## src/rtl/ram_port_arbiter_if.sv

```systemverilog
// Requester-side bus for one port of ram_port_arbiter.
// The requester drives a req/gnt transaction and receives a one-cycle response.
interface ram_port_arbiter_if;
    logic        req;
    logic        we;
    logic [3:0]  be;
    logic [31:0] addr;
    logic [31:0] wdata;
    logic        gnt;
    logic        rvalid;
    logic [31:0] rdata;
    logic        err;

    modport master (
        output req, we, be, addr, wdata,
        input  gnt, rvalid, rdata, err
    );

    modport slave (
        input  req, we, be, addr, wdata,
        output gnt, rvalid, rdata, err
    );
endinterface

```

## src/rtl/ram_port_arbiter.sv

```systemverilog
// ram_port_arbiter: shares one single-port, read-first, byte-write RAM with
// registered read data between the data port (p0) and the fetch port (p1).
// One access is granted per cycle and its response is returned on the
// granted port exactly one cycle later. Addresses at or beyond SIZE*4 are
// answered with an error and never reach the RAM.
// Build option: define ARB_ROUND_ROBIN_EN for round-robin contention
// handling; otherwise port 0 has fixed priority.
module ram_port_arbiter #(
    parameter int SIZE       = 4096,
    parameter int ADDR_WIDTH = $clog2(SIZE * 4)
) (
    input  logic                  clk,
    input  logic                  rst,
    ram_port_arbiter_if.slave     p0,
    ram_port_arbiter_if.slave     p1,
    output logic [3:0]            ram_we,
    output logic [ADDR_WIDTH-1:0] ram_addr,
    output logic [31:0]           ram_di,
    input  logic [31:0]           ram_dout
);

    localparam logic [31:0] BYTE_LIMIT = 32'(SIZE * 4);

    typedef enum logic {
        IDLE = 1'b0,
        RESP = 1'b1
    } state_t;

    state_t      state_reg, state_next;
    logic        resp_port_reg, resp_port_next;
    logic        resp_err_reg, resp_err_next;
    logic        resp_valid;

    logic        prefer_p0;
    logic        gnt0, gnt1, any_gnt;
    logic        sel_we;
    logic [3:0]  sel_be;
    logic [31:0] sel_addr;
    logic [31:0] sel_wdata;
    logic        in_range;

`ifdef ARB_ROUND_ROBIN_EN
    logic        last_reg, last_next;

    // On contention the port that was not granted last wins.
    assign prefer_p0 = last_reg;

    // Remember the most recently granted port.
    always_comb begin
        last_next = last_reg;
        if (any_gnt) begin
            last_next = gnt1;
        end
    end

    // Round-robin pointer; resets to 1 so port 0 wins the first contention.
    always_ff @(posedge clk or posedge rst) begin
        if (rst) begin
            last_reg <= 1'b1;
        end else begin
            last_reg <= last_next;
        end
    end
`else
    // Fixed priority: port 0 always wins contention.
    assign prefer_p0 = 1'b1;
`endif

    // Arbitration, request mux and RAM drive; nothing is granted in reset.
    always_comb begin
        gnt0      = 1'b0;
        gnt1      = 1'b0;
        sel_we    = 1'b0;
        sel_be    = 4'b0000;
        sel_addr  = 32'h0;
        sel_wdata = 32'h0;
        ram_we    = 4'b0000;
        ram_addr  = '0;
        ram_di    = 32'h0;
        if (!rst) begin
            gnt0 = p0.req && (!p1.req || prefer_p0);
            gnt1 = p1.req && !gnt0;
        end
        any_gnt = gnt0 || gnt1;
        if (gnt0) begin
            sel_we    = p0.we;
            sel_be    = p0.be;
            sel_addr  = p0.addr;
            sel_wdata = p0.wdata;
        end else if (gnt1) begin
            sel_we    = p1.we;
            sel_be    = p1.be;
            sel_addr  = p1.addr;
            sel_wdata = p1.wdata;
        end
        in_range = (sel_addr < BYTE_LIMIT);
        // Error accesses leave the RAM untouched.
        if (any_gnt && in_range) begin
            ram_addr = sel_addr[ADDR_WIDTH-1:0];
            if (sel_we) begin
                ram_we = sel_be;
                ram_di = sel_wdata;
            end
        end
    end

    assign p0.gnt = gnt0;
    assign p1.gnt = gnt1;

    // Response FSM: any grant leads to a response cycle, otherwise idle.
    always_comb begin
        state_next     = IDLE;
        resp_port_next = resp_port_reg;
        resp_err_next  = 1'b0;
        if (any_gnt) begin
            state_next     = RESP;
            resp_port_next = gnt1;
            resp_err_next  = !in_range;
        end
    end

    // Response state registers; reset drops any pending response.
    always_ff @(posedge clk or posedge rst) begin
        if (rst) begin
            state_reg     <= IDLE;
            resp_port_reg <= 1'b0;
            resp_err_reg  <= 1'b0;
        end else begin
            state_reg     <= state_next;
            resp_port_reg <= resp_port_next;
            resp_err_reg  <= resp_err_next;
        end
    end

    assign resp_valid = (state_reg == RESP);

    // Route the response to the port that owned the access; idle port sees 0.
    always_comb begin
        p0.rvalid = resp_valid && !resp_port_reg;
        p1.rvalid = resp_valid && resp_port_reg;
        p0.err    = p0.rvalid && resp_err_reg;
        p1.err    = p1.rvalid && resp_err_reg;
        p0.rdata  = (p0.rvalid && !resp_err_reg) ? ram_dout : 32'h0;
        p1.rdata  = (p1.rvalid && !resp_err_reg) ? ram_dout : 32'h0;
    end

endmodule

```

## src/flat_wrapper.sv

```systemverilog
// flat-port wrapper written by rule: the top's interface ports become plain ports
module ram_port_arbiter_flat 
#(
    parameter int SIZE       = 4096,
    parameter int ADDR_WIDTH = $clog2(SIZE * 4)
)
  (clk, rst, ram_we, ram_addr, ram_di, ram_dout, p0_req, p0_we, p0_be, p0_addr, p0_wdata, p0_gnt, p0_rvalid, p0_rdata, p0_err, p1_req, p1_we, p1_be, p1_addr, p1_wdata, p1_gnt, p1_rvalid, p1_rdata, p1_err);
  ram_port_arbiter_if p0_i ();
  ram_port_arbiter_if p1_i ();
  input  logic clk;
  input  logic rst;
  output logic [3:0] ram_we;
  output logic [ADDR_WIDTH-1:0] ram_addr;
  output logic [31:0] ram_di;
  input  logic [31:0] ram_dout;
  input wire logic [$bits(p0_i.req)-1:0] p0_req;
  input wire logic [$bits(p0_i.we)-1:0] p0_we;
  input wire logic [$bits(p0_i.be)-1:0] p0_be;
  input wire logic [$bits(p0_i.addr)-1:0] p0_addr;
  input wire logic [$bits(p0_i.wdata)-1:0] p0_wdata;
  output wire logic [$bits(p0_i.gnt)-1:0] p0_gnt;
  output wire logic [$bits(p0_i.rvalid)-1:0] p0_rvalid;
  output wire logic [$bits(p0_i.rdata)-1:0] p0_rdata;
  output wire logic [$bits(p0_i.err)-1:0] p0_err;
  input wire logic [$bits(p1_i.req)-1:0] p1_req;
  input wire logic [$bits(p1_i.we)-1:0] p1_we;
  input wire logic [$bits(p1_i.be)-1:0] p1_be;
  input wire logic [$bits(p1_i.addr)-1:0] p1_addr;
  input wire logic [$bits(p1_i.wdata)-1:0] p1_wdata;
  output wire logic [$bits(p1_i.gnt)-1:0] p1_gnt;
  output wire logic [$bits(p1_i.rvalid)-1:0] p1_rvalid;
  output wire logic [$bits(p1_i.rdata)-1:0] p1_rdata;
  output wire logic [$bits(p1_i.err)-1:0] p1_err;
  assign p0_i.req = p0_req;
  assign p0_i.we = p0_we;
  assign p0_i.be = p0_be;
  assign p0_i.addr = p0_addr;
  assign p0_i.wdata = p0_wdata;
  assign p0_gnt = p0_i.gnt;
  assign p0_rvalid = p0_i.rvalid;
  assign p0_rdata = p0_i.rdata;
  assign p0_err = p0_i.err;
  assign p1_i.req = p1_req;
  assign p1_i.we = p1_we;
  assign p1_i.be = p1_be;
  assign p1_i.addr = p1_addr;
  assign p1_i.wdata = p1_wdata;
  assign p1_gnt = p1_i.gnt;
  assign p1_rvalid = p1_i.rvalid;
  assign p1_rdata = p1_i.rdata;
  assign p1_err = p1_i.err;
  ram_port_arbiter #(.SIZE(SIZE), .ADDR_WIDTH(ADDR_WIDTH)) u_core (.clk(clk), .rst(rst), .p0(p0_i), .p1(p1_i), .ram_we(ram_we), .ram_addr(ram_addr), .ram_di(ram_di), .ram_dout(ram_dout));
endmodule
```

## config.mk

```make
export PLATFORM = sky130hd
export DESIGN_NAME = ram_port_arbiter_flat
export DESIGN_NICKNAME = d
export VERILOG_FILES = /design/src/rtl/ram_port_arbiter_if.sv /design/src/rtl/ram_port_arbiter.sv /design/src/flat_wrapper.sv
export SDC_FILE = /design/constraint.sdc
export NUM_CORES = 1
export LEC_CHECK = 0
export CORE_AREA = 2 2 116 118
export CTS_BUF_LIST = sky130_fd_sc_hd__clkbuf_8
export DETAILED_ROUTE_END_ITERATION = 16
export DIE_AREA = 0 0 118 120
export GPL_ROUTABILITY_DRIVEN = 1
export SYNTH_ARGS = -nofsm -noshare
export SYNTH_HDL_FRONTEND = slang
export SYNTH_SLANG_ARGS = --single-unit
```

## constraint.sdc

```tcl
create_clock -name clk -period 2.4 [get_ports clk]
set_input_delay 0.48 -clock clk [delete_from_list [all_inputs] [get_ports clk]]
set_output_delay 0.48 -clock clk [all_outputs]
set_load 0.01 [all_outputs]
```

==> summary.txt <==
CTS
  – Clock-pin slew on the worst setup and hold paths: 30 ps
  – Clock tree from TritonCTS: built
  – Depth of the CTS H-tree: 1
  – Root Buffer: sky130_fd_sc_hd__clkbuf_8
  – CTS buffer count: 3
  – Worst skew pair latency: 210 ps
  – CTS Hold Bufs: 0
  – Number of buffers on the longest clock path: 2
  – Clock sinks: 3

Power and ir drop
  – Maximum resistive drop on vdd: 108 uV
  – Power density of the placed cells: 187 nW/um2
  – Final total power: 0.000923 W
  – Cell leakage power: 2.04 nW

Run
  – Max-cap violation count: 0

Layout
  – Commonest non-fill, non-tap cell in the layout: sky130_fd_sc_hd__clkdlybuf4s50_1
  – Register cell area after layout: 75.1 um2
  – Final-layout fill cell count: 1,366
  – Fin nets: 697
  – Area added between synthesis and finish: 186%
  – Count of placed standard cells in the final layout, fillers left out: 699
  – Most frequent cells in the layout: 197 x sky130_fd_sc_hd__clkdlybuf4s50_1, 67 x sky130_fd_sc_hd__buf_2, 66 x sky130_fd_sc_hd__and2_1
  – Multi-input logic area: 1640 um2
  – Share of final-layout standard cells stronger than drive strength 1: 0.320

Synthesis
  – Post-synthesis cell type with the largest combined area: sky130_fd_sc_hd__nor3_2
  – Post-synthesis instance area: 1720 um2
  – Per-instance average area after synthesis: 7.56 um2
  – Post-Synthesis Cells: 228
  – Most area-consuming cells after synthesis: sky130_fd_sc_hd__nor3_2 29%, sky130_fd_sc_hd__and2_1 24%, sky130_fd_sc_hd__a22oi_1 22%
  – Post-Syn Nets: 402
  – Count of synthesis-stage warnings from yosys: 0
  – Post-synthesis sequential area ratio: 0.0436
  – Area share of the largest cell type after synthesis: 0.290
  – Synthesis-stage register bit count: 3
  – Netlist cell types: 27

Setup path
  – Cells along the critical path: buf_6, or4_4, o41a_4, buf_12, nor3_4, buf_2
  – Critical Path Sink Type: primary output
  – Max stage delay on crit path: 520 ps
  – Worst path slowest cell: sky130_fd_sc_hd__or4_4
  – Crit Path Max Fanout: 16
  – Data arrival at the endpoint of the critical path: 2140 ps
  – Start of the worst register-to-register path: u_core.resp_port_reg$_DFFE_PP0P_
  – Kind of critical path: primary input to primary output
  – Startpoint type of the worst setup path: primary input
  – Reg2reg end: u_core.resp_port_reg$_DFFE_PP0P_
  – Critical Path RT: 1920 ps
  – Worst Reg2Reg Path Length in Cells: 2
  – Worst reg2reg setup slack: 1700 ps

Route
  – Number of antenna-violating nets in the routed design: 0
  – Initial DRC Count: 82
  – Vias per Instance: 4.30
  – DR WL/cell: 16.8 um
  – Number of detailed-routing iterations run before antenna repair: 4
  – Count of unresolved DRC violations after routing: 0
  – Wire length after detailed routing: 11,800 um
  – Total via count in the routed design: 3,004

Floorplan
  – Die area: 14,200 um2
  – Die Y-Extent: 120 um
  – Row Count: 42
  – Core region area: 13,000 um2
  – Effective utilization at floorplan: 0.133
  – I/O pin cnt: 294
  – Die W: 118 um

STA
  – Pins over their slew limit: 0
  – Worst-margin pin slew: 322 ps
  – Unrepaired setup endpoints after global routing: true
  – Relative slew slack: 0.785
  – Number of hold-slack violations in the final timing report: 0
  – Setup TNS: -8480 ps
  – Number of setup violations in the final report: 50
  – Minimum period implied by the final worst setup slack: 2620 ps
  – Worst setup slack after layout: -220 ps
  – Fmax: 0.382 GHz
  – Final worst clock skew: 0 ps
  – Final Cycle Share: 1.09

Global route
  – Global-route wire length before repair: 17,100 um
  – Antenna violations before repair: 2
  – Global route total overflow: 0
  – Maximum number of pins on one net before global-route repair: 33
  – Via count of the first global-routing pass: 3,054
  – GRT Overall Usage: 0.154

Place
  – Global placer's final weighted congestion: 0.898
  – Half-perimeter wire length after detailed placement: 9750 um
  – Inst Count DP: 687
  – Number of port buffers: 293

Run status
  – Status: finished, violations left
  – Violations in the final reports: negative setup slack

Min path
  – Path class of the lowest-slack min-delay path: primary input to asynchronous set/reset pin
-- synthesized netlist by cell type --
library cell	instances
sky130_fd_sc_hd__o41a_1	1
sky130_fd_sc_hd__buf_6	6
sky130_fd_sc_hd__nor2b_1	4
sky130_fd_sc_hd__dfrtp_1	3
sky130_fd_sc_hd__and3_1	1
sky130_fd_sc_hd__a211o_1	1
sky130_fd_sc_hd__nand2_1	1
sky130_fd_sc_hd__o21a_1	1
sky130_fd_sc_hd__buf_1	1
sky130_fd_sc_hd__clkbuf_1	15
sky130_fd_sc_hd__nor3_2	50
sky130_fd_sc_hd__or4_1	1
sky130_fd_sc_hd__inv_1	1
sky130_fd_sc_hd__nand3b_1	1
sky130_fd_sc_hd__nand4_1	1
sky130_fd_sc_hd__a21o_1	1
sky130_fd_sc_hd__buf_2	3
sky130_fd_sc_hd__and2_1	66
sky130_fd_sc_hd__nor4_1	7
sky130_fd_sc_hd__buf_4	3
sky130_fd_sc_hd__nor2_1	5
sky130_fd_sc_hd__or2_2	1
sky130_fd_sc_hd__a22oi_1	50
sky130_fd_sc_hd__nor3b_1	1
sky130_fd_sc_hd__a21oi_1	1
sky130_fd_sc_hd__nor3b_2	1
sky130_fd_sc_hd__nand3_1	1
-- per-stage QoR --
stage | hold slack, ps | setup slack [ps] | utilization | cell area, um2
2_1_floorplan | 242 | 59.0 | - | 1720
3_3_place_gp | 508 | -1010 | 0.380 | 4940
3_5_place_dp | 529 | -1020 | 0.380 | 4940
4_1_cts | 503 | -214 | 0.376 | 4880
5_1_grt | 518 | -268 | 0.380 | 4930
6_report | 514 | -220 | 0.380 | 4930
-- logic make-up (layout without fill, tap and decap cells) --
group | after synthesis | in the layout | share of synthesized area
flops | 3 | 3 | 0.0436
buf+inv | 29 | 323 | 0.0980
compound gates | 55 | 55 | 0.241
other cells | 0 | 1 | 0
simple gates | 141 | 141 | 0.617
-- final cells by class --
class                   count  share of cell area
clock buffers               3             0.00837
diodes                      1            0.000507
multi-input cells         196               0.332
repair buffers            318               0.598
inverters                   1            0.000761
well taps                 176              0.0446
flip-flops and latches      3              0.0152
clock inverters             1            0.000761
-- critical path: cells and delay by family --
family	cells	cell delay [ps]
buffers and inverters	3	440
AO/OA/AOI/OAI	1	520
AND/OR/NAND/NOR	2	690
-- layer usage --
metal | share of wire | global-route usage | wire (um)
met2 | 0.53 | 0.309 | 6230
met3 | 0.082 | 0.0433 | 966
met1 | 0.36 | 0.154 | 4270
met4 | 0.026 | 0.0377 | 305
met5 | 0.0011 | 0 | 13
-- report_power, final --
part | switching [W] | internal [W]
Combinational | 0.000282 | 0.000441
Sequential | 0.00000460 | 0.0000552
Clock | 0.0000317 | 0.000109
-- worst max-delay path by stage --
stage | startpoint | to | slack, ps
floorplan | p0_addr[31] | ram_addr[0] | 60
global placement | p1_addr[17] | ram_di[1] | -1010
detailed placement | p0_addr[31] | ram_di[1] | -1020
CTS | p0_addr[31] | ram_we[3] | -210
global route | p0_addr[31] | ram_di[18] | -270
finish | p0_addr[31] | ram_di[1] | -220
-- what timing repair did --
item / in CTS / in global routing
setup endpoints to repair: 86 / 89
cloned: 4 / 1
pin swaps: 22 / 4
resized for setup: 320 / 25
setup buffers: 4 / 0
No activity file was read; power rests on OpenSTA's default activity.
